[config.mk]
export PLATFORM = sky130hd
export DESIGN_NAME = bcd_display_scanner_flat
export DESIGN_NICKNAME = d
export VERILOG_FILES = /design/src/rtl/bcd_display_scanner_pkg.sv /design/src/rtl/bcd_display_scanner_if.sv /design/src/rtl/bcd_display_scanner_bcd_to_7seg.sv /design/src/rtl/bcd_display_scanner.sv /design/src/flat_wrapper.sv
export SDC_FILE = /design/constraint.sdc
export NUM_CORES = 1
export LEC_CHECK = 0
export ABC_AREA = 0
export CAP_MARGIN = 0
export CORE_MARGIN = 3
export CORE_UTILIZATION = 45
export DETAILED_ROUTE_END_ITERATION = 8
export GPL_ROUTABILITY_DRIVEN = 0
export PLACE_DENSITY_LB_ADDON = 0.25
export SLEW_MARGIN = 20
export SYNTH_ARGS = -nofsm -noshare
export SYNTH_HDL_FRONTEND = slang
export SYNTH_SLANG_ARGS = --single-unit
[constraint.sdc]
create_clock -name clk -period 4.2 [get_ports clk]
set_input_delay 0.42 -clock clk [delete_from_list [all_inputs] [get_ports clk]]
set_output_delay 0.42 -clock clk [all_outputs]
set_load 0.05 [all_outputs]
[src/rtl/bcd_display_scanner_pkg.sv]
// Shared segment constants for the multiplexed 7-segment driver.
package bcd_display_scanner_pkg;

   // Segment order {g,f,e,d,c,b,a}, active-low: a 0 bit lights the segment.
   localparam logic [6:0] SEG_BLANK = 7'h7F;
   localparam logic [6:0] SEG_DASH  = 7'b0111111;

   // BCD -> segment table; codes 10..15 are not BCD and show a dash.
   localparam logic [6:0] SEG_LUT [16] = '{
      7'b1000000,  // 0
      7'b1111001,  // 1
      7'b0100100,  // 2
      7'b0110000,  // 3
      7'b0011001,  // 4
      7'b0010010,  // 5
      7'b0000010,  // 6
      7'b1111000,  // 7
      7'b0000000,  // 8
      7'b0010000,  // 9
      SEG_DASH, SEG_DASH, SEG_DASH, SEG_DASH, SEG_DASH, SEG_DASH
   };

endpackage

[src/rtl/bcd_display_scanner_if.sv]
// Counter-side digit bus plus board-side pin bundle for the display scanner.
interface bcd_display_scanner_if #(
   parameter int N_DIG = 4
);
   logic [4*N_DIG-1:0] digits_in;
   logic               blank_lead;
   logic               blink_en;
   logic [N_DIG-1:0]   blink_mask;
   logic [N_DIG-1:0]   dp_mask;
   logic [N_DIG-1:0]   an;
   logic [6:0]         seg;
   logic               dp;

   // Master supplies digits and display controls, observes the pins.
   modport master (
      output digits_in, blank_lead, blink_en, blink_mask, dp_mask,
      input  an, seg, dp
   );

   // Slave is the scanner itself.
   modport slave (
      input  digits_in, blank_lead, blink_en, blink_mask, dp_mask,
      output an, seg, dp
   );
endinterface

[src/rtl/bcd_display_scanner_bcd_to_7seg.sv]
// Combinational BCD digit to active-low 7-segment pattern.
module bcd_to_7seg
   import bcd_display_scanner_pkg::*;
(
   input  logic [3:0] bcd,
   output logic [6:0] seg
);

   assign seg = SEG_LUT[bcd];

endmodule

[src/rtl/bcd_display_scanner.sv]
// Multiplexed common-anode 7-segment scanner. A per-frame snapshot of the
// digit bus keeps a mid-scan count change from showing a torn value; each
// slot starts with a short all-off guard to suppress ghosting.
module bcd_display_scanner
   import bcd_display_scanner_pkg::*;
#(
   parameter int N_DIG       = 4,
   parameter int REFRESH_DIV = 50000,
   parameter int GUARD       = 16,
   parameter int BLINK_BITS  = 25
) (
   input logic                  clk,
   input logic                  reset,
   bcd_display_scanner_if.slave bus
);

   localparam int DIV_W = (REFRESH_DIV > 1) ? $clog2(REFRESH_DIV) : 1;
   localparam int IDX_W = (N_DIG > 1) ? $clog2(N_DIG) : 1;

   logic [DIV_W-1:0]      div;
   logic [IDX_W-1:0]      idx;
   logic [4*N_DIG-1:0]    snap;
   logic [BLINK_BITS-1:0] blink_cnt;

   logic                  tick;
   logic                  last_slot;
   logic [3:0]            cur_digit;
   logic                  blink_bit;
   logic                  dp_bit;
   logic [N_DIG-1:0]      an_act;
   logic [6:0]            seg_dec;
   logic                  slot_off;

   logic [N_DIG-1:0]      an_q;
   logic [6:0]            seg_q;
   logic                  dp_q;

   assign tick      = (div == DIV_W'(REFRESH_DIV - 1));
   assign last_slot = (idx == IDX_W'(N_DIG - 1));

   // Slot timer, scan index, frame snapshot and free-running blink counter.
   always_ff @(posedge clk) begin
      if (reset) begin
         div       <= '0;
         idx       <= '0;
         snap      <= '0;
         blink_cnt <= '0;
      end else begin
         blink_cnt <= blink_cnt + 1'b1;
         if (tick) begin
            div <= '0;
            idx <= last_slot ? '0 : idx + 1'b1;
            // Capture at the frame boundary so the next frame is consistent.
            if (last_slot) snap <= bus.digits_in;
         end else begin
            div <= div + 1'b1;
         end
      end
   end

   // Select the current slot's digit, mask bits and anode pattern.
   always_comb begin
      cur_digit = 4'd0;
      blink_bit = 1'b0;
      dp_bit    = 1'b0;
      an_act    = '1;
      for (int i = 0; i < N_DIG; i++) begin
         if (idx == IDX_W'(i)) begin
            cur_digit = snap[4*i +: 4];
            blink_bit = bus.blink_mask[i];
            dp_bit    = bus.dp_mask[i];
            an_act[i] = 1'b0;
         end
      end
   end

   bcd_to_7seg u_dec (
      .bcd (cur_digit),
      .seg (seg_dec)
   );

   // Guard window, blink-off phase and leading-zero blanking all dark the slot.
   assign slot_off = (div < DIV_W'(GUARD))
                   | (bus.blink_en & blink_cnt[BLINK_BITS-1] & blink_bit)
                   | (bus.blank_lead & last_slot & (cur_digit == 4'd0));

   // Registered pins: one cycle behind the scan state.
   always_ff @(posedge clk) begin
      if (reset || slot_off) begin
         an_q  <= '1;
         seg_q <= SEG_BLANK;
         dp_q  <= 1'b1;
      end else begin
         an_q  <= an_act;
         seg_q <= seg_dec;
         dp_q  <= ~dp_bit;
      end
   end

   assign bus.an  = an_q;
   assign bus.seg = seg_q;
   assign bus.dp  = dp_q;

endmodule
[src/flat_wrapper.sv]
// flat-port wrapper written by rule: the top's interface ports become plain ports
module bcd_display_scanner_flat import bcd_display_scanner_pkg::*;
#(
   parameter int N_DIG       = 4,
   parameter int REFRESH_DIV = 50000,
   parameter int GUARD       = 16,
   parameter int BLINK_BITS  = 25
)
  (clk, reset, bus_digits_in, bus_blank_lead, bus_blink_en, bus_blink_mask, bus_dp_mask, bus_an, bus_seg, bus_dp);
  bcd_display_scanner_if #(.N_DIG(N_DIG)) bus_i ();
  input logic clk;
  input logic reset;
  input wire logic [$bits(bus_i.digits_in)-1:0] bus_digits_in;
  input wire logic [$bits(bus_i.blank_lead)-1:0] bus_blank_lead;
  input wire logic [$bits(bus_i.blink_en)-1:0] bus_blink_en;
  input wire logic [$bits(bus_i.blink_mask)-1:0] bus_blink_mask;
  input wire logic [$bits(bus_i.dp_mask)-1:0] bus_dp_mask;
  output wire logic [$bits(bus_i.an)-1:0] bus_an;
  output wire logic [$bits(bus_i.seg)-1:0] bus_seg;
  output wire logic [$bits(bus_i.dp)-1:0] bus_dp;
  assign bus_i.digits_in = bus_digits_in;
  assign bus_i.blank_lead = bus_blank_lead;
  assign bus_i.blink_en = bus_blink_en;
  assign bus_i.blink_mask = bus_blink_mask;
  assign bus_i.dp_mask = bus_dp_mask;
  assign bus_an = bus_i.an;
  assign bus_seg = bus_i.seg;
  assign bus_dp = bus_i.dp;
  bcd_display_scanner #(.N_DIG(N_DIG), .REFRESH_DIV(REFRESH_DIV), .GUARD(GUARD), .BLINK_BITS(BLINK_BITS)) u_core (.clk(clk), .reset(reset), .bus(bus_i));
endmodule
* After elaboration in Yosys (flattened, before gate mapping)
Memory sizes are Yosys's and may differ from the RTL's. A register that Yosys moved wholly into a read port is not among the register bits.
Cells that the tools add are included.
** Storage, ports and cells
- Register bits :: 64
- Bits in read-only memories :: 112
- Bits of input ports :: 28
- Logic and storage cells :: 45
- Memories :: 1
** Cells by class
- Add/subtract/negate cells :: 3
- Magnitude comparators :: 1
- Eq/ne operators :: 4
- Mux-type cells :: 17
- Bitwise gates (word level) :: 8
- Reduce and logical (&&, ||, !) cells :: 5
** Memories
- (name not given) :: words 16, bits a word 7, read ports 1, clocked after memory_dff 1, write ports 0, RTL line bcd_display_scanner_bcd_to_7seg.sv:9 : assign seg = SEG_LUT[bcd];
** Operator list (count)
- $add A25 B1 Y25 const B :: 1
- $add A16 B1 Y16 const B :: 1
- $eq A16 B16 Y1 const B :: 1
- $lt A16 B5 Y1 const B :: 1
- $mux W4 :: 4
- $mux W1 :: 12
- $not A4 Y5 :: 1
- $and A1 B1 Y1 :: 4
- $eq A2 B2 Y1 const B :: 2
- $logic_not A4 Y1 :: 1
- $add A2 B1 Y2 const B :: 1
- $eq A2 B1 Y1 const B :: 1
- $logic_not A2 Y1 :: 1
- $mux W2 :: 1
- $or A1 B1 Y1 :: 2
- $reduce_and A2 Y1 :: 1
- $reduce_or A2 Y1 :: 1
- $logic_or A1 B1 Y1 :: 1
- $not A1 Y1 :: 1

* Longest topological paths before layout
Gate-level depths: netlist of run 1.
- Depth in word-level cells :: 9
- Depth in mapped cells :: 12
- Gate-level depth less buffers :: 10

* Hierarchy
Synthesis of run 1 repeated with hierarchy kept, for this count alone.
** Unflattened totals
- Cells, all modules :: 378
- Area total of the unflattened synthesis :: 3294.4 sq um
** Modules (own cells, without submodules)
- bcd_display_scanner :: instances 1, cells each 345, area each 3089.2 sq um, sequential area each 1421.4 sq um
- bcd_to_7seg :: instances 1, cells each 33, area each 205.2 sq um, sequential area each 0.0 sq um

* Worst setup path after synthesis of run 1
OpenSTA, ideal clock, no wires.
- Kind :: register to register
- From :: reg u_core.idx[0]
- To :: reg u_core.seg_q[3] (netlist: u_core.bus.seg[3])
- Library setup time :: 0.124 ns
- Arrival time :: 2.289 ns
- Required time :: 4.076 ns
- Slack :: 1.787 ns
- Cell stages (with the launch flop) :: 13
- Path buffers :: 2
- Cell sequence :: dfxtp_1 -> ha_1 -> clkbuf_8 -> clkbuf_1 -> nor2_1 -> a22o_1 -> a31oi_1 -> inv_1 -> ha_1 -> inv_1 -> or2_2 -> a21oi_1 -> o21ai_0
** On the way
- Word-level cells in the longest chain between the ends :: 9
** Ends and longest elaborated chain
- from (decl) :: RTL line bcd_display_scanner.sv:21 : logic [IDX_W-1:0] idx;
- from (signal assigned) :: RTL line bcd_display_scanner.sv:52 : idx <= last_slot ? '0 : idx + 1'b1;
- $logic_not A2 Y1 :: RTL line bcd_display_scanner.sv:68 : if (idx == IDX_W'(i)) begin
- $mux W4 / $mux W1 (equally long branches) (4 in a row) :: RTL line bcd_display_scanner.sv:68
- $logic_not A4 Y1 / $and A1 B1 Y1 (equally long branches) :: RTL line bcd_display_scanner.sv:85, bcd_display_scanner.sv:84
- $and A1 B1 Y1 / $or A1 B1 Y1 (equally long branches) :: RTL line bcd_display_scanner.sv:85, bcd_display_scanner.sv:84
- $or A1 B1 Y1 :: RTL line bcd_display_scanner.sv:85 : | (bus.blank_lead & last_slot & (cur_digit == 4'd0));
- $logic_or A1 B1 Y1 :: RTL line bcd_display_scanner.sv:89 : if (reset || slot_off) begin
- to (decl) :: RTL line bcd_display_scanner.sv:35 : logic [6:0] seg_q;
Several ways; a longest one is shown, not always the timed one.
A chain may end at the register's enable or synchronous reset.

* Worst setup path in the final report of run 1
Ends and elaborated chain as after synthesis.

==> key figures, run 1 <==
Logic synthesis
  • Post-synthesis mux area share: 0.00342
  • Cell variety after synth: 46
  • Mapped Cells: 376
  • Cell type with the largest total area after synthesis: dfxtp_1
  • Yosys warns: 0
  • Simple-Gate Fraction of Synth Area: 0.272
  • Synthesized area: 0.00330 mm^2
  • Top cell type's share of synthesized area: 0.431
  • Post-synth EDFFs: 0
  • Compound-Gate Fraction of Synth Area: 0.110
  • Xor-xnor portion of the synthesized cell area: 0.0904
  • Synth top area cells: dfxtp_1, xor2_1, nor2_1, nand2_1, ha_1
  • Post-Synth Adder-Cell Area: 0.0418
  • Largest family of logic cells by synthesized area: simple AND/OR/NAND/NOR gates
  • Ys flop type: dfxtp_1
  • Post-Synthesis Net Count: 415
  • Sequential area share after synthesis: 0.431
  • Seq cells post-synth: 71
  • Syn avg cell area: 8.77 um^2
  • Post-synth ARST share: 0

Final layout
  • P&R area growth vs syn: 17.3%
  • Post-route cell area: 0.00386 mm^2
  • # diodes: 0
  • Final net count: 449
  • Share of cells above drive strength 1: 0.113

Timing
  • Final period util: 0.622
  • Max-slew headroom: 0.428
  • Hold Slack: 0.463 ns
  • Final Hold Fails: 0
  • Max Slew Vio Count: 0
  • Unrepaired setup endpoints after global routing: false
  • Min Clock Period, post-route: 2.61 ns
  • Setup Skew: 0.0126 ns
  • Final TNS setup: 0 ns
  • Highest clock rate: 383 MHz
  • Final setup viols: 0
  • Slew at the pin closest to its max-slew limit: 0.852 ns
  • Final WS setup: 1.59 ns

Power and ir drop
  • NetSw: 276 uW
  • PwrDens: 318 mW/mm^2
  • Peak supply drop: 0.000193 V
  • Int Power: 954 uW
  • Total power: 1.23 mW
  • Clock power frac: 0.405
  • Switch share: 0.224
  • Comb pwr share: 0.039
  • Lkg Pwr: 1.43 nW
  • Sequential fraction of design power: 0.556

Hold path
  • Hold Path Depth: 2
  • Hold WC Path Type: reg2reg

Floorplanning
  • # rows: 30
  • Die Y: 91.6 um
  • Starting Density: 0.475
  • Core area: 0.00694 mm^2
  • I/O pins: 40
  • Die width: 91.6 um
  • Die ar.: 0.00839 mm^2

Clock tree
  • Post_cts resized: 0
  • CTS tree: yes
  • Clock sinks: 71
  • Clock latency on the worst-skew pair: 0.34 ns
  • CTS Buf Count: 9
  • Hold Buf Count CTS: 0
  • Clock transition at path regs: 0.07 ns
  • CTS max path bufs: 2
  • # Post-CTS Setup Buffers: 0
  • Root Buffer Master: clkbuf_8
  • H-tree depth: 3

Routing
  • DR DRC count: 0
  • Via density per instance: 5.03
  • Wire per inst: 11.9 um
  • Antenna Nets Post-Route: 0
  • Initial drt markers: 76
  • First drt pass iteration count: 4
  • Post-Route WL: 6090 um
  • DR vias: 2569

Critical path
  • Data arrival, critical path: 2.84 ns
  • Worst Reg2Reg Path Length in Cells: 10
  • CP Data Required Time: 4.43 ns
  • Worst-path fanout max: 19
  • Worst Setup Path Type: reg2reg
  • Setup crit end kind: register
  • Worst Setup Start Kind: register

Outcome
  • Status: completed

Flow run
  • Max Cap Violations: 0

Place
  • Post-DP HPWL: 4310 um
  • Post-DP Area: 0.00368 mm^2
  • PortBufs: 39
  • Setup WS pre-CTS: 1.61 ns

Global route
  • Global-route wire length before repair: 10900 um
  • Vias in the first global route: 2479
  • GRT Overall Usage: 0.158
  • Initial antenna violation count: 0
  • GRT Residual Overflow: 0
  • Largest net degree at the start of global routing: 47
cell usage after synthesis, types with 2 or more instances:
cell       n
a211o_1    3
a211oi_1   4
a21oi_1   16
a21oi_2   10
a22o_1     2
and2_1     2
and3_1     9
and4_1     5
buf_2      2
buf_6      4
clkbuf_1   8
dfxtp_1   71
ha_1      11
inv_1     11
nand2_1   44
nand2_2   10
nand2b_1   2
nand3_1   20
nand3b_1   5
nand4_1   11
nor2_1    51
nor2b_1    4
nor3_1     3
nor3b_1    3
o211ai_1   2
o21ai_0    9
or2_2      2
or3_1      2
xnor2_1    6
xor2_1    28
critical path: stages (launching register included):
cell and delay, ns:
dfxtp_1 0.38, ha_1 0.53, nor2_1 0.09, a22o_1 0.21, a31oi_1 0.30, inv_1 0.15
ha_1 0.30, inv_1 0.03, or2_2 0.29, a21oi_1 0.13, o21ai_0 0.08
per-layer routing:
metal / part of all wire / track usage / wire length [um]
met1: 0.49 / 0.200 / 2960
met2: 0.45 / 0.249 / 2760
met3: 0.041 / 0.0414 / 251
met4: 0.020 / 0.0754 / 122
met5: 0 / 0 / 0
flip-flops by register name, indices dropped and copies added (netlist names):
name,count
u_core.blink_cnt,25
u_core.idx,2
u_core.bus.dp,1
u_core.div,16
u_core.snap,16
u_core.bus.seg,7
u_core.bus.an,4
power groups by stage:
stage	combinational [mW]	clock, mW	sequential (mW)
floorplan	0.0213	0	0.698
global placement	0.0484	0	0.699
detailed placement	0.0486	0	0.699
CTS	0.0489	0.514	0.683
global route	0.0536	0.545	0.685
finish	0.0482	0.498	0.684
through the flow:
step                 util  std cells
floorplan               -        376
CTS                 0.557        511
global route        0.557        511
global placement    0.530        495
finish              0.557        511
detailed placement  0.530        495
cell type report:
cell class | count | area (um^2)
well taps | 96 | 120
clock inverters | 4 | 30.0
clock buffers | 12 | 155
inverters | 11 | 41.3
flip-flops and latches | 71 | 1420
repair buffers | 40 | 393
multi-input cells | 277 | 1700
fillers | 659 | 3080
kinds of logic (layout without fill, tap and decap cells):
family	Yosys count	after routing
buffers and inverters	28	67
xor gates and xnor gates	34	34
AOI/OAI and AO/OA	53	53
DFF	71	71
and+or+nand+nor	178	178
adders and majority gates	11	11
muxes	1	1
final timing paths:
kind | startpoint | to | slack, ns
setup / recovery | u_core.idx[0]$_SDFFE_PP0P_ | u_core.bus.seg[3]$_SDFF_PP1_ | 1.59
hold / removal | u_core.snap[4]$_SDFFE_PP0P_ | u_core.snap[4]$_SDFFE_PP0P_ | 0.46
setup reg to reg | u_core.idx[0]$_SDFFE_PP0P_ | u_core.bus.seg[3]$_SDFF_PP1_ | 1.59
hold reg to reg | u_core.snap[4]$_SDFFE_PP0P_ | u_core.snap[4]$_SDFFE_PP0P_ | 0.46
layout by cell type, fill, tap and decap left out, types with 11 or more instances in the layout:
cell / count
a21oi_1: 16
clkbuf_8: 11
clkdlybuf4s50_1: 38
dfxtp_1: 71
ha_1: 11
inv_1: 11
nand2_1: 44
nand3_1: 20
nand4_1: 11
nor2_1: 51
xor2_1: 28
Power figures use the tool's default switching activity.
==> run 2: changes to the inputs <==
- clock period: 4.2 -> 2.35 ns (I/O delays scaled with it)
==> run 2 against run 1 <==
Utilization is 1.2 points higher. Count of clock-buffer cells in the layout shrank 1. Register-to-register slack worse by 1.4 ns. Largest power group unchanged. Highest routed layer unchanged.
==> key figures, run 2 (synthesized netlist as in run 1, its figures left out) <==
Outcome
  • Status: completed

Routing
  • DR vias: 2556 (-0.51%)
  • Wire per inst: 11.5 um (-3.2%)
  • First drt pass iteration count: 4 (unchanged)
  • Via density per instance: 4.92 (-2.0%)
  • DR DRC count: 0 (unchanged)
  • Initial drt markers: 97 (+28%)
  • Antenna Nets Post-Route: 0 (unchanged)
  • Post-Route WL: 5990 um (-1.7%)

Place
  • Post-DP HPWL: 4320 um (+0.27%)
  • PortBufs: 39 (unchanged)
  • Inst Count DP: 504 (+1.8%)
  • Post-DP Area: 0.00376 mm^2 (+2.2%)

Flow run
  • Max Cap Violations: 0 (unchanged)

Final layout
  • Final Util: 0.568 (+0.0117)
  • # diodes: 0 (unchanged)
  • Multi-input logic area: 0.00173 mm^2 (+1.2%)
  • Share of cells above drive strength 1: 0.139 (+0.0262)
  • Register area: 0.00142 mm^2 (about the same)
  • Number of flip-flops in the largest register: 25 (unchanged)
  • Final net count: 458 (+2.0%)
  • P&R area growth vs syn: 19.7%
  • Biggest regs: u_core.blink_cnt x25, u_core.div x16, u_core.snap x16
  • Most common cell after layout, fill and taps aside: dfxtp_1
  • Post-route cell area: 0.00395 mm^2 (+2.1%)
  • Most frequent cells in the layout: dfxtp_1, nor2_1, nand2_1
  • Finished Layout Cells: 519 (+1.6%)
  • Top reg by flops: u_core.blink_cnt
  • Filler cells: 627 (-4.9%)

Critical path
  • R2R Path End: u_core.bus.seg[0]$_SDFF_PP1_
  • Worst setup path endpoint: u_core.bus.seg[0]$_SDFF_PP1_
  • Worst Setup Path Type: reg2reg
  • Setup crit end kind: register
  • Worst-path fanout max: 11 (-8)
  • Worst Reg2Reg Path Length in Cells: 8 (-2)
  • R2R setup slack: 0.21 ns (-1.38 ns)
  • Crit path from: u_core.idx[1]$_SDFFE_PP0P_
  • CP Data Required Time: 2.56 ns (-1.87 ns)
  • Worst Setup Start Kind: register
  • Reg2reg start: u_core.idx[1]$_SDFFE_PP0P_
  • Data arrival, critical path: 2.35 ns (-0.49 ns)

Clock tree
  • CTS tree: yes
  • Hold Buf Count CTS: 0 (unchanged)
  • Clock transition at path regs: 0.07 ns (about the same)
  • CTS max path bufs: 2 (unchanged)
  • Root Buffer Master: clkbuf_8
  • H-tree depth: 3 (unchanged)
  • Clock sinks: 71 (unchanged)
  • Clock latency on the worst-skew pair: 0.33 ns (about the same)
  • CTS Buf Count: 9 (unchanged)

Floorplanning
  • I/O pins: 40 (unchanged)
  • Starting Density: 0.475 (unchanged)
  • Core area: 0.00694 mm^2 (unchanged)
  • # rows: 30 (unchanged)
  • Die Y: 91.6 um (unchanged)
  • Die width: 91.6 um (unchanged)
  • Die ar.: 0.00839 mm^2 (unchanged)

Hold path
  • HP Start: reset
  • Hold WC Path Type: in2reg
  • Hold Path Depth: 2 (unchanged)

Timing
  • Final period util: 0.910 (+0.288)
  • Final TNS setup: 0 ns (unchanged)
  • Highest clock rate: 468 MHz (+22%)
  • Unrepaired setup endpoints after global routing: false
  • Max-slew headroom: 0.655 (+0.227)
  • Min Clock Period, post-route: 2.14 ns (-0.473 ns)
  • Max Slew Vio Count: 0 (unchanged)
  • Setup Skew: 0.00591 ns (-0.00667 ns)
  • Slew at the pin closest to its max-slew limit: 0.517 ns (-0.335 ns)
  • Final setup viols: 0 (unchanged)
  • Final Hold Fails: 0 (unchanged)

Global route
  • GRT Residual Overflow: 0 (unchanged)
  • Vias in the first global route: 2392 (-3.5%)
  • Initial antenna violation count: 0 (unchanged)
  • Global-route wire length before repair: 10500 um (-3.2%)
  • GRT Overall Usage: 0.154 (-0.00374)
  • Largest net degree at the start of global routing: 44 (-6.4%)

Power and ir drop
  • Peak supply drop: 0.000339 V (+75%)
  • PwrDens: 541 mW/mm^2 (+70%)
  • Lkg Pwr: 1.47 nW (+2.8%)
-- run 2: worst min-delay path by stage --
stage | endpoint | slack (ns)
4_1_cts | u_core.div[2]$_SDFF_PP0_ | 0.09
2_1_floorplan | u_core.snap[10]$_SDFFE_PP0P_ | 0.37
6_report | u_core.div[2]$_SDFF_PP0_ | 0.11
3_3_place_gp | u_core.snap[5]$_SDFFE_PP0P_ | 0.45
3_5_place_dp | u_core.snap[4]$_SDFFE_PP0P_ | 0.45
5_1_grt | u_core.div[2]$_SDFF_PP0_ | 0.11
-- run 2: through the flow --
step / total power [mW] / hold WS [ns] / worst slack [ns]
floorplan: 1.29 / 0.369 / 0.0352
global placement: 1.34 / 0.446 / 0.231
detailed placement: 1.34 / 0.447 / 0.143
CTS: 2.18 / 0.0891 / 0.131
global route: 2.23 / 0.107 / 0.0261
finish: 2.14 / 0.110 / 0.212
-- run 2: per-layer routing --
layer,routed length (um),part of all wire,track usage
met3,362,0.060,0.0572
met1,2940,0.49,0.192
met4,85,0.014,0.0528
met2,2610,0.43,0.245
met5,0,0,0
-- run 2: timing repair --
| action | 4_1_cts | 5_1_grt |
|---|---|---|
| gates resized for setup | 0 | 5 |
| setup buffers | 0 | 0 |
| endpoints found under the setup margin | 0 | 9 |
-- run 2: critical path: stages, from the launching register on --
cell	delay [ns]
dfxtp_1	0.40
inv_1	0.10
ha_1	0.23
buf_4	0.18
a211oi_1	0.24
a211o_1	0.34
mux2_2	0.38
nor2_1	0.08
o21ai_0	0.08
-- run 2: layout make-up --
class                      count  share of cell area
multi-input combinational    277               0.437
inverter                      11              0.0105
timing repair buffer          49               0.120
clock inverter                 4             0.00571
tap                           96              0.0304
clock buffer                  11              0.0358
sequential                    71               0.360
-- run 2: where the power goes --
| group | switching, mW | internal [mW] | leakage, nW | total, mW |
|---|---|---|---|---|
| Clock | 0.427 | 0.401 | 0.0850 | 0.827 |
| Sequential | 0.0111 | 1.21 | 0.574 | 1.22 |
| Combinational | 0.0344 | 0.0520 | 0.814 | 0.0863 |
